`config.mk`:
```
export PLATFORM = sky130hd
export DESIGN_NAME = gyro_integrator
export DESIGN_NICKNAME = d
export VERILOG_FILES = /design/src/rtl/gyro_integrator.sv
export SDC_FILE = /design/constraint.sdc
export NUM_CORES = 1
export LEC_CHECK = 0
export CORE_MARGIN = 3
export CORE_UTILIZATION = 55
export CTS_BUF_LIST = sky130_fd_sc_hd__clkbuf_2 sky130_fd_sc_hd__clkbuf_4 sky130_fd_sc_hd__clkbuf_8
export DETAILED_ROUTE_END_ITERATION = 7
export PLACE_DENSITY = 0.86
export SETUP_SLACK_MARGIN = 0.15
export SKIP_LAST_GASP = 1
export SLEW_MARGIN = 15
export SYNTH_ARGS = -nofsm -noshare
export SYNTH_HDL_FRONTEND = slang
export SYNTH_SLANG_ARGS = --single-unit
```
`constraint.sdc`:
```
create_clock -name clk -period 5.9 [get_ports clk]
set_input_delay 1.475 -clock clk [delete_from_list [all_inputs] [get_ports clk]]
set_output_delay 1.475 -clock clk [all_outputs]
set_load 0.01 [all_outputs]
```
`src/rtl/gyro_integrator.sv`:
```
// gyro_integrator: bias-calibrated three-axis gyro rate integrator.
// Averages the first 2^CAL_LOG2 samples per axis into a zero-rate bias.
// It then adds bias-corrected rates into wrapping angle accumulators,
// using one adder that is shared across the axes in the order X, Y, Z.
// Optional build macro: GYRO_INTEG_DEADBAND_EN. When it is defined,
// corrected rates with magnitude <= DEADBAND are not integrated.
module gyro_integrator #(
  parameter int CAL_LOG2 = 6,
  parameter int ANGLE_W  = 32,
  parameter int DEADBAND = 4
) (
  input  logic                      clk,
  input  logic                      rst_n,
  input  logic                      sample_valid,
  input  logic signed [15:0]        gyro_x,
  input  logic signed [15:0]        gyro_y,
  input  logic signed [15:0]        gyro_z,
  input  logic                      recal,
  input  logic                      zero_angles,
  output logic signed [ANGLE_W-1:0] angle_x,
  output logic signed [ANGLE_W-1:0] angle_y,
  output logic signed [ANGLE_W-1:0] angle_z,
  output logic                      angle_valid,
  output logic                      calibrated,
  output logic                      overrun
);

  localparam int SUM_W = 16 + CAL_LOG2;
  localparam int CNT_W = CAL_LOG2 + 1;
  localparam logic [CNT_W-1:0] CAL_N = {1'b1, {CAL_LOG2{1'b0}}};

  typedef enum logic [2:0] {
    CAL_WAIT, CAL_ACC, CAL_DONE, RUN_WAIT, UPD_X, UPD_Y, UPD_Z, EMIT
  } state_e;

  state_e                    state_q, state_d;
  logic signed [15:0]        samp_x_q, samp_y_q, samp_z_q, samp_x_d, samp_y_d, samp_z_d;
  logic signed [15:0]        bias_x_q, bias_y_q, bias_z_q, bias_x_d, bias_y_d, bias_z_d;
  logic signed [SUM_W-1:0]   sum_x_q, sum_y_q, sum_z_q, sum_x_d, sum_y_d, sum_z_d;
  logic [CNT_W-1:0]          cnt_q, cnt_d;
  logic signed [ANGLE_W-1:0] angle_x_q, angle_y_q, angle_z_q, angle_x_d, angle_y_d, angle_z_d;
  logic                      angle_valid_q, angle_valid_d;
  logic                      calibrated_q, calibrated_d;
  logic                      overrun_q, overrun_d;

  logic signed [15:0]        samp_sel_s, bias_sel_s;
  logic signed [ANGLE_W-1:0] angle_sel_s, addend_s, adder_s;
  logic signed [16:0]        rate_s;
  logic                      busy_s;

  // Shared adder: pick the axis being updated and add its corrected rate.
  always_comb begin
    case (state_q)
      UPD_X: begin
        samp_sel_s  = samp_x_q;
        bias_sel_s  = bias_x_q;
        angle_sel_s = angle_x_q;
      end
      UPD_Y: begin
        samp_sel_s  = samp_y_q;
        bias_sel_s  = bias_y_q;
        angle_sel_s = angle_y_q;
      end
      default: begin
        samp_sel_s  = samp_z_q;
        bias_sel_s  = bias_z_q;
        angle_sel_s = angle_z_q;
      end
    endcase
    rate_s   = {samp_sel_s[15], samp_sel_s} - {bias_sel_s[15], bias_sel_s};
    addend_s = {{(ANGLE_W-17){rate_s[16]}}, rate_s};
`ifdef GYRO_INTEG_DEADBAND_EN
    if ((rate_s[16] ? (17'd0 - rate_s) : rate_s) <= 17'(DEADBAND)) begin
      addend_s = {ANGLE_W{1'b0}};
    end else begin
      addend_s = {{(ANGLE_W-17){rate_s[16]}}, rate_s};
    end
`endif
    adder_s  = angle_sel_s + addend_s;
  end

  // Next-state logic: calibration, run-phase sequencing, clears and overrun.
  always_comb begin
    state_d       = state_q;
    samp_x_d      = samp_x_q;
    samp_y_d      = samp_y_q;
    samp_z_d      = samp_z_q;
    bias_x_d      = bias_x_q;
    bias_y_d      = bias_y_q;
    bias_z_d      = bias_z_q;
    sum_x_d       = sum_x_q;
    sum_y_d       = sum_y_q;
    sum_z_d       = sum_z_q;
    cnt_d         = cnt_q;
    angle_x_d     = angle_x_q;
    angle_y_d     = angle_y_q;
    angle_z_d     = angle_z_q;
    angle_valid_d = 1'b0;
    calibrated_d  = calibrated_q;
    overrun_d     = overrun_q;
    busy_s        = (state_q != CAL_WAIT) && (state_q != RUN_WAIT);

    if (recal) begin
      // Full restart; a sample in this same cycle is simply ignored.
      state_d      = CAL_WAIT;
      angle_x_d    = {ANGLE_W{1'b0}};
      angle_y_d    = {ANGLE_W{1'b0}};
      angle_z_d    = {ANGLE_W{1'b0}};
      sum_x_d      = {SUM_W{1'b0}};
      sum_y_d      = {SUM_W{1'b0}};
      sum_z_d      = {SUM_W{1'b0}};
      cnt_d        = {CNT_W{1'b0}};
      calibrated_d = 1'b0;
      overrun_d    = 1'b0;
    end else begin
      if (sample_valid && busy_s) begin
        overrun_d = 1'b1;
      end else begin
        overrun_d = overrun_q;
      end
      if (zero_angles) begin
        angle_x_d = {ANGLE_W{1'b0}};
        angle_y_d = {ANGLE_W{1'b0}};
        angle_z_d = {ANGLE_W{1'b0}};
      end else begin
        angle_x_d = angle_x_q;
      end
      case (state_q)
        CAL_WAIT, RUN_WAIT: begin
          if (sample_valid) begin
            samp_x_d = gyro_x;
            samp_y_d = gyro_y;
            samp_z_d = gyro_z;
            state_d  = (state_q == CAL_WAIT) ? CAL_ACC : UPD_X;
          end else begin
            state_d  = state_q;
          end
        end
        CAL_ACC: begin
          sum_x_d = sum_x_q + {{CAL_LOG2{samp_x_q[15]}}, samp_x_q};
          sum_y_d = sum_y_q + {{CAL_LOG2{samp_y_q[15]}}, samp_y_q};
          sum_z_d = sum_z_q + {{CAL_LOG2{samp_z_q[15]}}, samp_z_q};
          cnt_d   = cnt_q + {{(CNT_W-1){1'b0}}, 1'b1};
          state_d = (cnt_d == CAL_N) ? CAL_DONE : CAL_WAIT;
        end
        CAL_DONE: begin
          // Arithmetic shift right then truncate == this slice (floor divide).
          bias_x_d     = sum_x_q[CAL_LOG2 +: 16];
          bias_y_d     = sum_y_q[CAL_LOG2 +: 16];
          bias_z_d     = sum_z_q[CAL_LOG2 +: 16];
          calibrated_d = 1'b1;
          state_d      = RUN_WAIT;
        end
        UPD_X, UPD_Y, UPD_Z: begin
          if (zero_angles) begin
            state_d = RUN_WAIT;
          end else if (state_q == UPD_X) begin
            angle_x_d = adder_s;
            state_d   = UPD_Y;
          end else if (state_q == UPD_Y) begin
            angle_y_d = adder_s;
            state_d   = UPD_Z;
          end else begin
            angle_z_d     = adder_s;
            angle_valid_d = 1'b1;
            state_d       = EMIT;
          end
        end
        EMIT: begin
          state_d = RUN_WAIT;
        end
        default: begin
          state_d = CAL_WAIT;
        end
      endcase
    end
  end

  // State and datapath registers with asynchronous active-low reset.
  always_ff @(posedge clk or negedge rst_n) begin
    if (!rst_n) begin
      state_q       <= CAL_WAIT;
      samp_x_q      <= 16'sd0;
      samp_y_q      <= 16'sd0;
      samp_z_q      <= 16'sd0;
      bias_x_q      <= 16'sd0;
      bias_y_q      <= 16'sd0;
      bias_z_q      <= 16'sd0;
      sum_x_q       <= {SUM_W{1'b0}};
      sum_y_q       <= {SUM_W{1'b0}};
      sum_z_q       <= {SUM_W{1'b0}};
      cnt_q         <= {CNT_W{1'b0}};
      angle_x_q     <= {ANGLE_W{1'b0}};
      angle_y_q     <= {ANGLE_W{1'b0}};
      angle_z_q     <= {ANGLE_W{1'b0}};
      angle_valid_q <= 1'b0;
      calibrated_q  <= 1'b0;
      overrun_q     <= 1'b0;
    end else begin
      state_q       <= state_d;
      samp_x_q      <= samp_x_d;
      samp_y_q      <= samp_y_d;
      samp_z_q      <= samp_z_d;
      bias_x_q      <= bias_x_d;
      bias_y_q      <= bias_y_d;
      bias_z_q      <= bias_z_d;
      sum_x_q       <= sum_x_d;
      sum_y_q       <= sum_y_d;
      sum_z_q       <= sum_z_d;
      cnt_q         <= cnt_d;
      angle_x_q     <= angle_x_d;
      angle_y_q     <= angle_y_d;
      angle_z_q     <= angle_z_d;
      angle_valid_q <= angle_valid_d;
      calibrated_q  <= calibrated_d;
      overrun_q     <= overrun_d;
    end
  end

  assign angle_x     = angle_x_q;
  assign angle_y     = angle_y_q;
  assign angle_z     = angle_z_q;
  assign angle_valid = angle_valid_q;
  assign calibrated  = calibrated_q;
  assign overrun     = overrun_q;

endmodule

```
-- Word level (Yosys, flattened, before mapping)
Index checks and enable logic that the tools add are counted.
Widths: inputs -> output; s select.
- muxes and demuxes: 45
- bitwise gates (word level): 1
- reductions and logical operators: 12
- equal/unequal tests: 10
- add/subtract/negate cells: 6
- operators with widths (cell ; count):
    $mux 32 ; 17
    $mux 22 ; 6
    $add 22x22->22 ; 3
    $pmux 16 s2 ; 2
    $pmux 32 s2 ; 1
    $add 32x17->32 ; 1
    $sub 16x16->17 ; 1
    $mux 7 ; 2
    $eq 3x3->1 const B ; 4
    $mux 3 ; 4
    $pmux 3 s4 ; 1
    $mux 1 ; 10
    $add 7x1->7 const B ; 1
    $eq 7x7->1 const B ; 1
    $eq 3x2->1 const B ; 2
    $reduce_bool 2->1 ; 3
    $mux 2 ; 2
    $reduce_or 2->1 ; 2
    $eq 3x1->1 const B ; 1
    $logic_not 3->1 ; 1
    $ne 3x2->1 const B ; 1
    $ne 3x3->1 const B ; 1
    $reduce_and 3->1 ; 1
    $reduce_bool 3->1 ; 1
    other kinds (4) ; 5
- register bits after elaboration: 271
- output and inout port bits: 99
- word-level logic and storage cells: 91

-- Depth between registers and ports, before layout
Gate-level depths: netlist of the first run.
- depth in word-level cells: 9
- depth in mapped cells: 19
- depth with buffers taken out: 17

-- Least setup slack after synthesis of the first run
OpenSTA, ideal clock, no wires.
- path kind: reg-to-reg
- start point: register state_q[0]
- end point: register angle_y_q[26] (netlist: angle_y[26])
- cell stages (with the launch flop): 17
- arrival: 4237 ps
- buffers on the path: 3
- setup time: 104 ps
- path slack: 1560 ps
- required time: 5796 ps
- clock period less this slack: 4340 ps
- path through: dfrtp_1 > buf_2 > buf_1 > mux2i_1 > o21ai_0 > inv_1 > fa_1 > inv_1 > ha_1 > buf_2 > a21oi_1 > o21ai_0 > a22oi_1 > o32ai_2 > o41a_1 > o21a_4 > o311ai_1
- cells in the longest elaborated chain, start to end: 9
- elaborated cells on any way between the ends: 14
- classes of those cells: add/sub (2); eq/ne (3); mux (8); reduce/logical (1)
- ends and longest elaborated chain (element ; RTL line ; text):
    start: declaration ; 36 ; state_e state_q, state_d;
    start signal: assignment ; 200 ; state_q <= state_d;
    $eq 3x3->1, on equally long branches ; n/a ;
    $pmux 16 s2 ; 53 ; case (state_q)
    $sub 16x16->17 ; 70 ; rate_s = {samp_sel_s[15], samp_sel_s} - {bias_sel_s[15], bias_sel_s};
    $add 32x17->32 ; 79 ; adder_s = angle_sel_s + addend_s;
    $mux 32 ; 160 ; end else if (state_q == UPD_Y) begin
    $mux 32 ; 157 ; end else if (state_q == UPD_X) begin
    $mux 32 ; 155 ; if (zero_angles) begin
    $mux 32 (*) ; 128 ; case (state_q)
    $mux 32 (*) ; 103 ; if (recal) begin
    via angle_y_d[26] ; 41 ; logic signed [ANGLE_W-1:0] angle_x_q, angle_y_q, angle_z_q, angle_x_d, angle_y_d, angle_z_d;
    end signal: assignment ; 194 ; angle_y_q <= {ANGLE_W{1'b0}};
    end signal: assignment ; 212 ; angle_y_q <= angle_y_d;
    end: declaration ; 41 ;
The timed path passes the listed nets; every way through them passes the cells marked *.
A chain may end at the register's enable or synchronous reset.

-- Worst setup path after layout of the first run
- start point: register state_q[1]
- end point: register angle_y_q[26] (netlist: angle_y[26])
Same word-level chain as after synthesis.

==> results of run 1 <==
==> critical path, cell delays in order (launching register included) <==
cell	delay, ns
dfrtp_1	0.47
inv_1	0.23
nand2_4	0.31
o21ai_0	0.39
inv_1	0.51
fa_1	0.69
inv_1	0.05
ha_1	0.37
a21oi_1	0.15
o21ai_0	0.14
a22oi_1	0.32
o32ai_2	0.16
o41a_1	0.49
o21a_4	0.26
o311ai_1	0.28
==> power groups by stage <==
stage | clock network, W | logic, W | registers [W]
global placement | 0 | 0.00198 | 0.00214
detailed placement | 0 | 0.00204 | 0.00215
finish | 0.00180 | 0.00209 | 0.00212
CTS | 0.00182 | 0.00206 | 0.00212
global route | 0.00192 | 0.00230 | 0.00214
floorplan | 0 | 0.00155 | 0.00209
==> cells in the final DEF, fill, tap and decap left out, types with 33 or more instances in the layout <==
cell type	Yosys	final
ha_1	97	97
fa_1	34	34
xnor2_1	36	36
o21ai_0	80	80
mux2i_1	68	68
clkbuf_8	0	55
nand2_1	243	241
nor2_1	130	128
inv_1	82	82
clkdlybuf4s50_1	0	149
dfrtp_1	271	270
nand3_1	69	69
a21oi_1	233	233
a21o_1	47	47
mux2_2	98	98
nor3_1	34	33
==> metrics by stage <==
stage | power [W] | area (um2) | util (%) | std cells | hold slack [ns]
3_5_place_dp | 0.00419 | 19400 | 61.5 | 2394 | 0.480
5_1_grt | 0.00635 | 20400 | 64.6 | 2476 | 0.511
6_report | 0.00602 | 20400 | 64.6 | 2476 | 0.493
2_1_floorplan | 0.00364 | 17700 | - | 1922 | 0.480
3_3_place_gp | 0.00412 | 19400 | 61.5 | 2394 | 0.475
4_1_cts | 0.00600 | 20400 | 64.6 | 2476 | 0.494
==> layer usage <==
| layer | track usage (%) | part of all wire (%) | wire, um | vias up |
|---|---|---|---|---|
| met5 | 0 | 0 | 0 | - |
| met2 | 47.3 | 48 | 23300 | 648 |
| met3 | 4.52 | 7.1 | 3440 | 115 |
| li1 | - | - | - | 7101 |
| met1 | 37.7 | 42 | 20400 | 7578 |
| met4 | 8.82 | 2.8 | 1380 | 0 |
==> sequential cells by signal (all words and copies together), names as in the netlist, 22 cells and up <==
register	flops
sum_x_q	22
angle_z	32
angle_y	32
angle_x	32
sum_y_q	22
sum_z_q	22
==> synthesized netlist by cell type (all sizes together) (18+ instances only) <==
| cell | instances |
|---|---|
| a211oi | 25 |
| mux2 | 98 |
| mux2i | 68 |
| or3 | 18 |
| clkbuf | 61 |
| buf | 41 |
| o21ai | 88 |
| nand2 | 244 |
| fa | 34 |
| nand3 | 69 |
| xnor2 | 36 |
| nor2 | 131 |
| a21o | 47 |
| nor3 | 35 |
| a21oi | 236 |
| xor2 | 28 |
| ha | 97 |
| dfrtp | 271 |
| o211ai | 20 |
| inv | 83 |
==> final timing paths <==
| check | cells past startpoint | slack, ns | endpoint | from |
|---|---|---|---|---|
| min in group asynchronous | 1 | 0.95 | cnt_q[3] | rst_n |
| worst max-delay path | 14 | 0.94 | angle_y[26] | state_q[1] |
| worst max register to register | 14 | 0.94 | angle_y[26] | state_q[1] |
| max in group asynchronous | 2 | 3.67 | angle_y[17] | rst_n |
| worst min register to register | 1 | 0.49 | calibrated | calibrated |
| worst min-delay path | 1 | 0.49 | calibrated | calibrated |
==> layout make-up <==
class                      instances  area (um2)
fill                            2521       11200
tap                              402         503
sequential                       271        6790
clock inverter                    10        95.1
inverter                          84         315
timing repair buffer             173        1680
multi-input combinational       1464       10200
clock buffer                      72         885
==> cells by family after synthesis <==
family	count (synthesis)	synth area share, %
AND/OR/NAND/NOR	579	14.9
AO/OA/AOI/OAI	524	18.5
flip-flops	271	38.4
buffers and inverters	187	4.33
multiplexers	166	10.1
adder cells (fa/ha/maj)	131	10.7
XOR/XNOR	64	3.17
==> results.yml, run 1 <==
sta:
  setup-tns-final_ns: 0
  max-slew-margin-rel_pct: 35.0
  skew_ns: 0.0250
  worstMarginPinSlew_ns: 0.974
  finalWorstSetupSlack_ns: 0.936
  max_freq_ghz: 0.201
  drv_slew: 0
  finalCritPeriodShare_pct: 84.1
  hold_viol: 0
  rsz0062_at_grt: "no"
  period_minus_slack_ns: 4.96
  setup_violations: 0
logic_synthesis:
  synth_seq_area_share_pct: 38.4
  synth.area.top_cells: "dfrtp_1 (38%), ha_1 (6.9%), a21oi_1 (6.6%)"
  ys_types: 85
  synth-edff-count: 0
  synth_top_area_cell: "dfrtp_1"
  ys.flop_type: "dfrtp_1"
  netlist_instances: 1922
  yosys.area.top_type_share_pct: 38.4
  syn_area_um2: 17700
  synthArstFlopShare_pct: 100
  synth_seq_cells: 271
  yosys_warnings: 0
  syn-num-nets: 2106
  postSynthAreaPerCell_um2: 9.20
clock_network:
  hold_buffers: 0
  cts.sinks: 271
  h-tree-depth: 2
  post-cts-setup-buffers: 0
  ctsResizeCount: 0
  insertion_delay_ns: 0.60
  clk_path_buf_depth: 3
  clk_pin_slew_ns: 0.06
  cts_made_buffers: 46
  cts_tree: "built"
  ctsRootBufferMaster: "clkbuf_8"
placement:
  numPortBuffers: 151
  gp_congestion: 0.935
  post-place-ws_ns: 0.955
  dp_hpwl_mm: 34.8
setup_path:
  worstSetupPathType: "reg -> reg"
  end_kind: "flip-flop"
  cp-start-kind: "flip-flop"
  crit_arrival_ns: 5.44
  required_ns: 6.37
  worstPathMaxFanout: 46
floorplanning:
  pin_count: 152
  die_h_um: 185
  fp-row-count: 65
  core_um2: 31600
  die_x_um: 185
  die_area_um2: 34300
  start_util_pct: 55.9
drt:
  post_drt_wl_per_cell_um: 19.6
  vias: 15400
  first_pass_iters: 5
  via_per_inst: 6.24
  ant_nets: 0
  drtIter0Drc: 1406
  drc: 0
  wirelength_mm: 48.5
global_routing:
  overflow: 0
  grt_usage_pct: 28.2
  antenna_found_initial: 0
  grt_pass1_vias: 15200
  grt_pass1_wl_mm: 78.5
  grt_max_degree: 121
power:
  seqPwrFrac_pct: 35.3
  ir_drop_mv: 0.193
  leakage_nw: 9.07
  p_clk_share_pct: 30.0
  powerDensity_nw_per_um2: 295
  p_comb_share_pct: 34.7
  swShare_pct: 37.0
  power_switching_w: 0.00222
  power.internal_w: 0.00379
cells_and_area:
  antenna_cells: 0
  syn2layout_area_growth_pct: 15.6
  drive_above_1_share_pct: 11.4
  final_nets: 2224
job:
  maxCapViolCount: 0
status:
  status: "finished, final reports clean"
worst_hold_path:
  min_path_type: "reg -> reg"
(Power assumes the default switching activity.)
==> run 2: changes to the inputs <==
==> constraint.sdc (replaced) <==
create_clock -name clk -period 4.7 [get_ports clk]
set_input_delay 1.175 -clock clk [delete_from_list [all_inputs] [get_ports clk]]
set_output_delay 1.175 -clock clk [all_outputs]
set_load 0.01 [all_outputs]
==> run 2 against run 1 <==
Compared with the run above: register-to-register slack lost 0.63 ns; critical endpoint is now angle_y[20]; hold slack lost 0.0042 ns; final area grew 1.2%; clock power grew 24%; combinational power grew 29%; sequential share of layout area shrank 0.39 points; critical path type unchanged; via count grew 1.3%; largest power group is now combinational logic; clock skew grew 0.0045 ns; core utilization grew 0.78 points.
==> results.yml, run 2 (synthesized netlist as in run 1, its figures left out) <==
placement:
  dp_hpwl_mm: 35.8
  numPlacedInstances: 2407
  numPortBuffers: 151
  gp_congestion: 0.957
global_routing:
  grt_util_met1_pct: 37.9
  grt_max_degree: 100
  overflow: 0
  use_met3_pct: 4.34
  grt_pass1_wl_mm: 80.0
  grt_pass1_vias: 15300
  grt_busiest_layer: "met2"
  grt_usage_pct: 28.8
  antenna_found_initial: 0
  grtUsageMet2_pct: 48.7
cells_and_area:
  stdcell_count: 2491
  layout_commonest_cell: "dfrtp_1"
  final_cell_mix: "dfrtp_1 (269), nand2_1 (239), a21oi_1 (233), clkdlybuf4s50_1 (149), nor2_1 (128)"
  antenna_cells: 0
  drive_above_1_share_pct: 12.3
  final_nets: 2240
  syn2layout_area_growth_pct: 17.0
  fillers: 2490
clock_network:
  cts_made_buffers: 47
  ctsRootBufferMaster: "clkbuf_8"
  clk_pin_slew_ns: 0.06
  h-tree-depth: 2
  clk_path_buf_depth: 3
  hold_buffers: 0
  insertion_delay_ns: 0.58
  cts.sinks: 271
  cts_tree: "built"
floorplanning:
  core_um2: 31600
  die_area_um2: 34300
  start_util_pct: 55.9
  fp-row-count: 65
  die_h_um: 185
  die_x_um: 185
  pin_count: 152
setup_path:
  required_ns: 5.10
  rr_worst_depth: 15
  worstPathMaxFanout: 23
  reg2reg_to: "angle_y[20]"
  worstSetupPathType: "reg -> reg"
  cpLargestDelayFamily: "compound AO/OA/AOI/OAI gates"
  cp-start-kind: "flip-flop"
  reg2reg_slack_ns: 0.31
  r2r_start: "state_q[0]"
  crit_arrival_ns: 4.80
  cp.depth: 15
  critPathMaxStageDelay_ns: 0.58
  crit_top_cell: "nor2_1"
  path_buf_inv: 2
  end_kind: "flip-flop"
  path_cells: "buf_12 > mux2i_1 > nor2_1 > a21oi_1 > fa_1 > inv_1 > ha_1 > a21oi_4 > o21ai_2 > a211oi_2 > nor2_1 > a31oi_1 > o41ai_1 > a311oi_1 > o21ai_0"
  worstSetupStartpoint: "state_q[0]"
  slowest_stage: "dfrtp_4"
sta:
  setup_violations: 0
  max_freq_ghz: 0.228
  drv_slew: 0
  setup-tns-final_ns: 0
  finalCritPeriodShare_pct: 93.5
  period_minus_slack_ns: 4.39
  max-slew-margin-rel_pct: 26.1
  worstMarginPinSlew_ns: 1.11
  rsz0062_at_grt: "no"
  hold_viol: 0
  skew_ns: 0.0295
drt:
  post_drt_wl_per_cell_um: 20.1
  via_per_inst: 6.28
  drtIter0Drc: 1316
  first_pass_iters: 5
  wirelength_mm: 50.2
  ant_nets: 0
  drc: 0
  vias: 15600
power:
  ir_drop_mv: 0.295
  swShare_pct: 37.0
  seqPwrFrac_pct: 35.1
  power_switching_w: 0.00280
  p_clk_share_pct: 29.4
  leakage_nw: 9.19
  p_comb_share_pct: 35.5
  powerDensity_nw_per_um2: 367
  power.internal_w: 0.00478
worst_hold_path:
  min_from: "calibrated"
  hold_depth: 1
  min_path_type: "reg -> reg"
  min_to: "calibrated"
status:
  status: "finished, final reports clean"
job:
  maxCapViolCount: 0
==> run 2: worst max path at each step <==
stage,end
after global placement,angle_z[20]
after global routing,angle_y[24]
final,angle_y[20]
after CTS,angle_y[31]
after detailed placement,angle_y[31]
after floorplan,angle_y[26]
==> run 2: final cells by class <==
cell class              count  area (um2)  share of cell area (%)
multi-input cells        1464       10200                    49.2
flip-flops and latches    271        6790                    32.8
repair buffers            188        1910                    9.26
clock buffers              70         907                    4.39
well taps                 402         503                    2.43
inverters                  84         315                    1.53
clock inverters            12        68.8                   0.333
==> run 2: power groups by stage <==
stage	clock (W)	sequential [W]	combinational [W]
after floorplan	0	0.00262	0.00195
after global placement	0	0.00268	0.00253
after detailed placement	0	0.00269	0.00261
after CTS	0.00226	0.00265	0.00263
after global routing	0.00236	0.00268	0.00297
final	0.00223	0.00266	0.00269
==> run 2: metrics by stage <==
step | setup slack (ns) | hold slack, ns | instance area, um2 | total power (W) | util (%)
4_1_cts | 0.303 | 0.495 | 20600 | 0.00755 | 65.1
5_1_grt | 0.139 | 0.510 | 20700 | 0.00801 | 65.3
6_report | 0.305 | 0.489 | 20700 | 0.00758 | 65.3
3_3_place_gp | 0.451 | 0.472 | 19600 | 0.00522 | 62.0
3_5_place_dp | 0.347 | 0.481 | 19600 | 0.00530 | 62.0
2_1_floorplan | 0.360 | 0.480 | 17700 | 0.00457 | -
==> run 2: layer usage <==
layer / vias up / part of all wire (%)
li1: 7121 / -
met4: 0 / 3.8
met3: 156 / 7.0
met2: 716 / 48
met1: 7654 / 41
met5: - / 0
==> run 2: repair_timing <==
item | in CTS | in global routing
gates resized for setup | 0 | 8
setup endpoints to repair | 0 | 32
setup buffers | 0 | 0
